## src/rtl/encoder_16to4_seq.sv

```systemverilog
// Sequential priority encoder: captures a multi-hot request vector and emits the
// binary index of each set bit, one per output handshake, in priority order.
module encoder_16to4_seq #(
   parameter int N_IN      = 16,
   parameter int SEL_W     = 4,
   parameter bit LSB_FIRST = 1'b1
) (
   input  logic             clk,
   input  logic             rst,
   input  logic             enable,
   input  logic             in_valid,
   output logic             in_ready,
   input  logic [N_IN-1:0]  in,
   output logic             out_valid,
   input  logic             out_ready,
   output logic [SEL_W-1:0] out,
   output logic             out_zero,
   output logic             out_last,
   output logic             busy
);

   // state | meaning
   // IDLE  | no vector held, ready to capture
   // EMIT  | pending vector held, one beat presented per cycle while enabled
   localparam logic [0:0] ST_IDLE = 1'b0;
   localparam logic [0:0] ST_EMIT = 1'b1;

   logic [0:0]      state, state_nxt;
   logic [N_IN-1:0] pend, pend_nxt;
   logic            zero_nxt;
   logic            accept;
   logic            capture;

   function automatic logic [SEL_W-1:0] prio_idx(input logic [N_IN-1:0] v);
      logic [SEL_W-1:0] r;
      r = '0;
      if (LSB_FIRST) begin
         for (int i = N_IN - 1; i >= 0; i--)
            if (v[i]) r = SEL_W'(i);
      end else begin
         for (int i = 0; i < N_IN; i++)
            if (v[i]) r = SEL_W'(i);
      end
      return r;
   endfunction

   function automatic logic single_bit(input logic [N_IN-1:0] v);
      return (v != '0) && ((v & (v - N_IN'(1))) == '0);
   endfunction

   assign out_valid = enable & (state == ST_EMIT);
   assign busy      = (state == ST_EMIT);
   assign accept    = out_valid & out_ready;
   assign in_ready  = enable & ((state == ST_IDLE) | (accept & out_last));
   assign capture   = in_valid & in_ready;

   // A capture on the last-beat edge takes precedence so vectors stream with no bubble.
   always_comb begin
      state_nxt = state;
      pend_nxt  = pend;
      zero_nxt  = out_zero;
      if (capture) begin
         state_nxt = ST_EMIT;
         pend_nxt  = in;
         zero_nxt  = (in == '0);
      end else if (accept) begin
         pend_nxt = pend & ~(N_IN'(1) << out);
         if (out_last) begin
            state_nxt = ST_IDLE;
            pend_nxt  = '0;
            zero_nxt  = 1'b0;
         end
      end
   end

   // Beat outputs are registered from the next pending vector, so they only move
   // on capture or accept and stay stable while the consumer back-pressures.
   always_ff @(posedge clk) begin
      if (rst) begin
         state    <= ST_IDLE;
         pend     <= '0;
         out      <= '0;
         out_zero <= 1'b0;
         out_last <= 1'b0;
      end else if (enable) begin
         state    <= state_nxt;
         pend     <= pend_nxt;
         out_zero <= zero_nxt;
         if (state_nxt == ST_EMIT) begin
            out      <= prio_idx(pend_nxt);
            out_last <= zero_nxt | single_bit(pend_nxt);
         end else begin
            out      <= '0;
            out_last <= 1'b0;
         end
      end
   end

endmodule

```

## config.mk

```make
export PLATFORM = sky130hd
export DESIGN_NAME = encoder_16to4_seq
export DESIGN_NICKNAME = d
export VERILOG_FILES = /design/src/rtl/encoder_16to4_seq.sv
export SDC_FILE = /design/constraint.sdc
export NUM_CORES = 1
export LEC_CHECK = 0
export CAP_MARGIN = 20
export CORE_ASPECT_RATIO = 1.1
export CORE_MARGIN = 10
export CORE_UTILIZATION = 40
export CTS_BUF_LIST = sky130_fd_sc_hd__clkbuf_4 sky130_fd_sc_hd__clkbuf_8
export DETAILED_ROUTE_END_ITERATION = 12
export GPL_ROUTABILITY_DRIVEN = 1
export GPL_TIMING_DRIVEN = 0
export HOLD_SLACK_MARGIN = 0.06
export PLACE_DENSITY = 0.62
export SLEW_MARGIN = 10
export SYNTH_ARGS = -nofsm -noshare
export SYNTH_HDL_FRONTEND = slang
export SYNTH_SLANG_ARGS = --single-unit
```

## constraint.sdc

```tcl
create_clock -name clk -period 5.6 [get_ports clk]
set_input_delay 1.4 -clock clk [delete_from_list [all_inputs] [get_ports clk]]
set_output_delay 1.4 -clock clk [all_outputs]
set_load 0.005 [all_outputs]
```

## Word level (Yosys, flattened, before mapping)

Index checks and enable logic that the tools add are counted.

- Add/subtract/negate cells: 1
- Shift operators: 1
- Muxes and demuxes: 27
- Bitwise logic cells: 11
- Reduce and logical (&&, ||, !) cells: 4

Operators with widths:

| cell | count |
|---|---|
| $mux W4 | 17 |
| $mux W16 | 3 |
| $and A16 B16 Y16 | 2 |
| $logic_not A16 Y1 | 2 |
| $not A16 Y16 | 1 |
| $reduce_bool A16 Y1 | 1 |
| $shl A1 B4 Y16 const A | 1 |
| $sub A16 B1 Y16 const B | 1 |
| $mux W1 | 7 |
| $and A1 B1 Y1 | 5 |
| $or A1 B1 Y1 | 2 |
| $logic_and A1 B1 Y1 | 1 |
| $not A1 Y1 | 1 |

- Register bits after elaboration: 23
- Input port bits: 21
- Output and inout port bits: 9
- Logic and storage cells: 49

## Longest topological paths before layout

- Depth in word-level cells: 24
- Gate-level depth with buffers: 10
- Gate-level depth less buffers: 7

## Least setup slack after synthesis

No wires, ideal clock.

- Kind: input-to-reg
- From: input port enable
- To: register out_last
- Setup time: 0.096 ns
- Arrival time: 3.395 ns
- Required time: 5.504 ns
- Setup slack: 2.109 ns
- Stages: 9
- Buffers on the path: 2
- Cell sequence: buf_4 -> and4b_1 -> buf_6 -> nand4b_1 -> a32o_2 -> or4_4 -> nand4b_1 -> mux2i_1 -> o41ai_2

- Cells in the longest elaborated chain, start to end: 13
- Elaborated cells between the ends (all ways): 19
- Those cells by class: add/sub: 1; mux: 7; bitwise: 8; reduce/logical: 3

RTL lines:

| item | RTL line | text |
|---|---|---|
| start, declared | 10 | `input logic enable,` |
| $and A1 B1 Y1 | 51 | `assign out_valid = enable & (state == ST_EMIT);` |
| $and A1 B1 Y1 | 53 | `assign accept = out_valid & out_ready;` |
| $and A1 B1 Y1 | 54 | `assign in_ready = enable & ((state == ST_IDLE) \| (accept & out_last));` |
| $or A1 B1 Y1 | 54 |  |
| $and A1 B1 Y1 | 54 |  |
| $and A1 B1 Y1 | 55 | `assign capture = in_valid & in_ready;` |
| $mux W16 | 62 | `if (capture) begin` |
| $sub A16 B1 Y16 | 48 | `return (v != '0) && ((v & (v - N_IN'(1))) == '0);` |
| $and A16 B16 Y16 | 48 |  |
| $logic_not A16 Y1 | 48 |  |
| $logic_and A1 B1 Y1 | 48 |  |
| $or A1 B1 Y1 | 91 | `out_last <= zero_nxt \| single_bit(pend_nxt);` |
| $mux W1 | 89 | `if (state_nxt == ST_EMIT) begin` |
| end signal, assigned | 91 |  |
| end, declared | 18 | `output logic out_last,` |

Parallel ways exist; a longest one is shown, timed or not.
A chain may end at the register's enable or synchronous reset.

## Worst setup path in the final report

- From: input port out_ready
- To: register out[1]

- Cells in the longest elaborated chain, start to end: 23
- Elaborated cells between the ends (all ways): 26
- Those cells by class: mux: 21; bitwise: 5

RTL lines:

| item | RTL line | text |
|---|---|---|
| start, declared | 15 | `input logic out_ready,` |
| $and A1 B1 Y1 * | 53 |  |
| $and A1 B1 Y1 | 54 |  |
| $or A1 B1 Y1 | 54 |  |
| $and A1 B1 Y1 | 54 |  |
| $and A1 B1 Y1 | 55 |  |
| $mux W16 | 62 |  |
| $mux W4 (16 in series) | 39 | `if (v[i]) r = SEL_W'(i);` |
| $mux W4 * | 89 |  |
| end signal, assigned | 90 | `out <= prio_idx(pend_nxt);` |
| end, declared | 16 | `output logic [SEL_W-1:0] out,` |

Mark *: on every way between the ends. The rest lies on a longest branch, timed or not.

==> metrics.md <==
| Metric | Value |
|---|---|
| IO buf count | `28` |
| Fin util | `52.2%` |
| Crit share post-route | `75.7%` |
| Layout cells sized above 1 | `12.5%` |
| Gr ovfl total | `0` |
| Slew Viols, Final | `0` |
| Die span in x | `78.7 um` |
| Hold WC Path Type | `reg2reg` |
| Core area | `3650 um2` |
| Die Y-Extent | `84.6 um` |
| Io pins | `30` |
| Crit-path max FO | `10` |
| P&R area growth vs syn | `25.8%` |
| Endpoint of the worst hold path | `busy` |
| Worst-margin pin slew | `784 ps` |
| Peak supply drop | `0.0000832 V` |
| Post-CTS Hold Buffers | `0` |
| Pre-CTS setup slack | `1200 ps` |
| Post-Syn Nets | `197` |
| Worst Path Required | `5770 ps` |
| Final Power | `422 uW` |
| Slew headroom | `46.4%` |
| GRT Overall Usage | `14.7%` |
| Skew final | `2.46 ps` |
| DRT iter0 DRCs | `217` |
| Final setup fails | `0` |
| Post-route non-filler standard cell count | `258` |
| ANT nets after route | `0` |
| Final HPWL DP | `3870 um` |
| DRC viols | `0` |
| R2R Setup Slk | `2520 ps` |
| R2R Path Start | `busy` |
| Setup TNS Final | `0 ps` |
| Period minus WS final | `4240 ps` |
| Routability Congestion | `0.892` |
| Worst-skew pair later-pin latency | `270 ps` |
| Synth Register Bits | `23` |
| Status | `complete, no violations` |
| RSZ-0062 raised after global routing | `false` |
| Global-route wire length before repair | `7980 um` |
| Register area share after synthesis | `30.3%` |
| Pin count of the biggest net entering global routing | `13` |
| Critical path arrival | `4410 ps` |
| Vias per cell | `6.05` |
| Synth async-reset ratio | `0%` |
| Synth cell types | `48` |
| Ys Warns | `0` |
| Starting Density | `41.5%` |
| Synthesized area | `1520 um2` |
| Total CTS buffers | `3` |
| Register-to-Register Path Depth | `9` |
| CTS H-Tree Depth | `1` |
| Post-layout nets | `230` |
| Synth top area cells | `dfxtp_1 30%, nor2_1 5.4%, a32o_1 5.3%` |
| Sequential cell area | `460 um2` |
| Final WL | `4940 um` |
| Vias in the first global route | `1,574` |
| Setup ws final | `1360 ps` |
| Multi-input gate area | `985 um2` |
| Cell Rows | `23` |
| Cells after Synth | `176` |
| Placed cells | `254` |
| Total setup buffers inserted after CTS | `0` |
| Dominant synthesized flop cell | `dfxtp_1` |
| Fillers | `374` |
| R2R Path End | `out[1]` |
| Post-synth EDFFs | `0` |
| Cell area power density | `221 nW/um2` |
| Hold path start | `busy` |
| Synth Area per Inst | `8.62 um2` |
| Max cap viols | `0` |
| Crit path kind | `in2reg` |
| WL/cell | `19.1 um` |
| Worst setup EP type | `register` |
| Hold path depth | `2` |
| Leak | `0.000668 uW` |
| Top achievable clock speed | `0.236 GHz` |
| N_diodes | `0` |
| Clock-pin transition on the worst setup and hold timing paths | `90 ps` |
| CTS resizes | `0` |
| Hold Fails Final Rpt | `0` |
| Sink Count | `23` |
| CTS max path bufs | `2` |
| Via count | `1,560` |
| CTS tree | `yes` |
| Drt pass-1 iters | `4` |
| Synth area leader | `dfxtp_1` |
| Die Area | `6660 um2` |
| Initial antenna violation count | `0` |
| Worst setup SP type | `input port` |
| Clock root buffer | `clkbuf_8` |
| Share of the synthesized area in the top cell type | `30.3%` |
[critical path, cell delays in order]
cell and delay, ps:
clkdlybuf4s50_1 480, a21boi_2 310, nor2_2 130, buf_6 160
clkbuf_1 240, a2111oi_0 790, o311ai_0 240, a211oi_1 300
o31ai_1 100, a31o_2 240
[cell usage after synthesis (2+ instances only)]
library cell / count
dfxtp_1: 23
nor2_1: 22
nor2b_1: 11
a32o_1: 8
nand2_1: 8
a32oi_1: 7
a21oi_1: 6
nand3_1: 6
nand3b_1: 6
nor4_1: 6
a2111oi_0: 4
a32o_2: 4
clkbuf_1: 4
inv_1: 4
nand4b_1: 4
o21ai_0: 4
a22oi_1: 3
and4_1: 3
a211oi_1: 2
and3b_1: 2
and4b_1: 2
buf_4: 2
buf_6: 2
nand2b_1: 2
nor2_2: 2
nor3_1: 2
nor3b_1: 2
o31ai_1: 2
o41ai_2: 2
or2_2: 2
or4_4: 2
[worst max path at each step]
stage	from	end	slack, ps
after global placement	out_ready	out[1]	1270
after detailed placement	out_ready	out[1]	1200
after CTS	out_ready	out[1]	1460
after floorplan	enable	out_last	2110
after global routing	out_ready	out[1]	1280
final	out_ready	out[1]	1360
[stage by stage]
stage	instance area, um2	hold WS [ps]
floorplan	1520	502
global placement	1860	512
detailed placement	1860	531
CTS	1910	542
global route	1910	604
finish	1910	544
[power by group]
part	leakage (uW)	total (uW)	internal (uW)	switching, uW
Combinational	0.000454	129	60.2	68.3
Clock	0.0000262	114	55.8	58.5
Sequential	0.000188	179	172	7.31
[state kept, by name, indices dropped and copies added (netlist names)]
signal    cells
pend         16
out_last      1
out_zero      1
busy          1
out           4
[cell type report]
cell class | instances | share of cell area (%)
timing repair buffer | 28 | 14.7
clock buffer | 4 | 2.56
multi-input combinational | 140 | 51.6
tap | 50 | 3.28
inverter | 4 | 0.786
buffer | 9 | 3.01
sequential | 23 | 24.1
[cells by family after synthesis]
| family | synth area share (%) |
|---|---|
| AO/OA/AOI/OAI | 30.3 |
| adder cells (fa/ha/maj) | 0.660 |
| buffers and inverters | 4.78 |
| flip-flops | 30.3 |
| multiplexers | 0.660 |
| AND/OR/NAND/NOR | 33.3 |
[layer usage]
metal | share of wire (%) | global-route usage [%]
met5 | 0 | 0
met4 | 2.5 | 6.69
met3 | 4.0 | 1.28
met2 | 46 | 23.7
met1 | 47 | 19.1
[cells in the final DEF, fill, tap and decap left out, drive strengths merged, types with 3 or more instances in the layout]
master         Yosys  final
nand4b             4      4
a32o              12     12
nor2              24     24
nor4               6      6
dfxtp             23     23
and4               3      3
a32oi              7      7
clkbuf             4      8
a22oi              3      3
nand2              8      8
o21ai              4      4
nand3b             6      6
nor2b             11     11
clkdlybuf4s50      0     28
nand3              6      6
inv                4      4
a21oi              7      7
buf                5      5
a2111oi            5      5
Power figures use the tool's default switching activity.
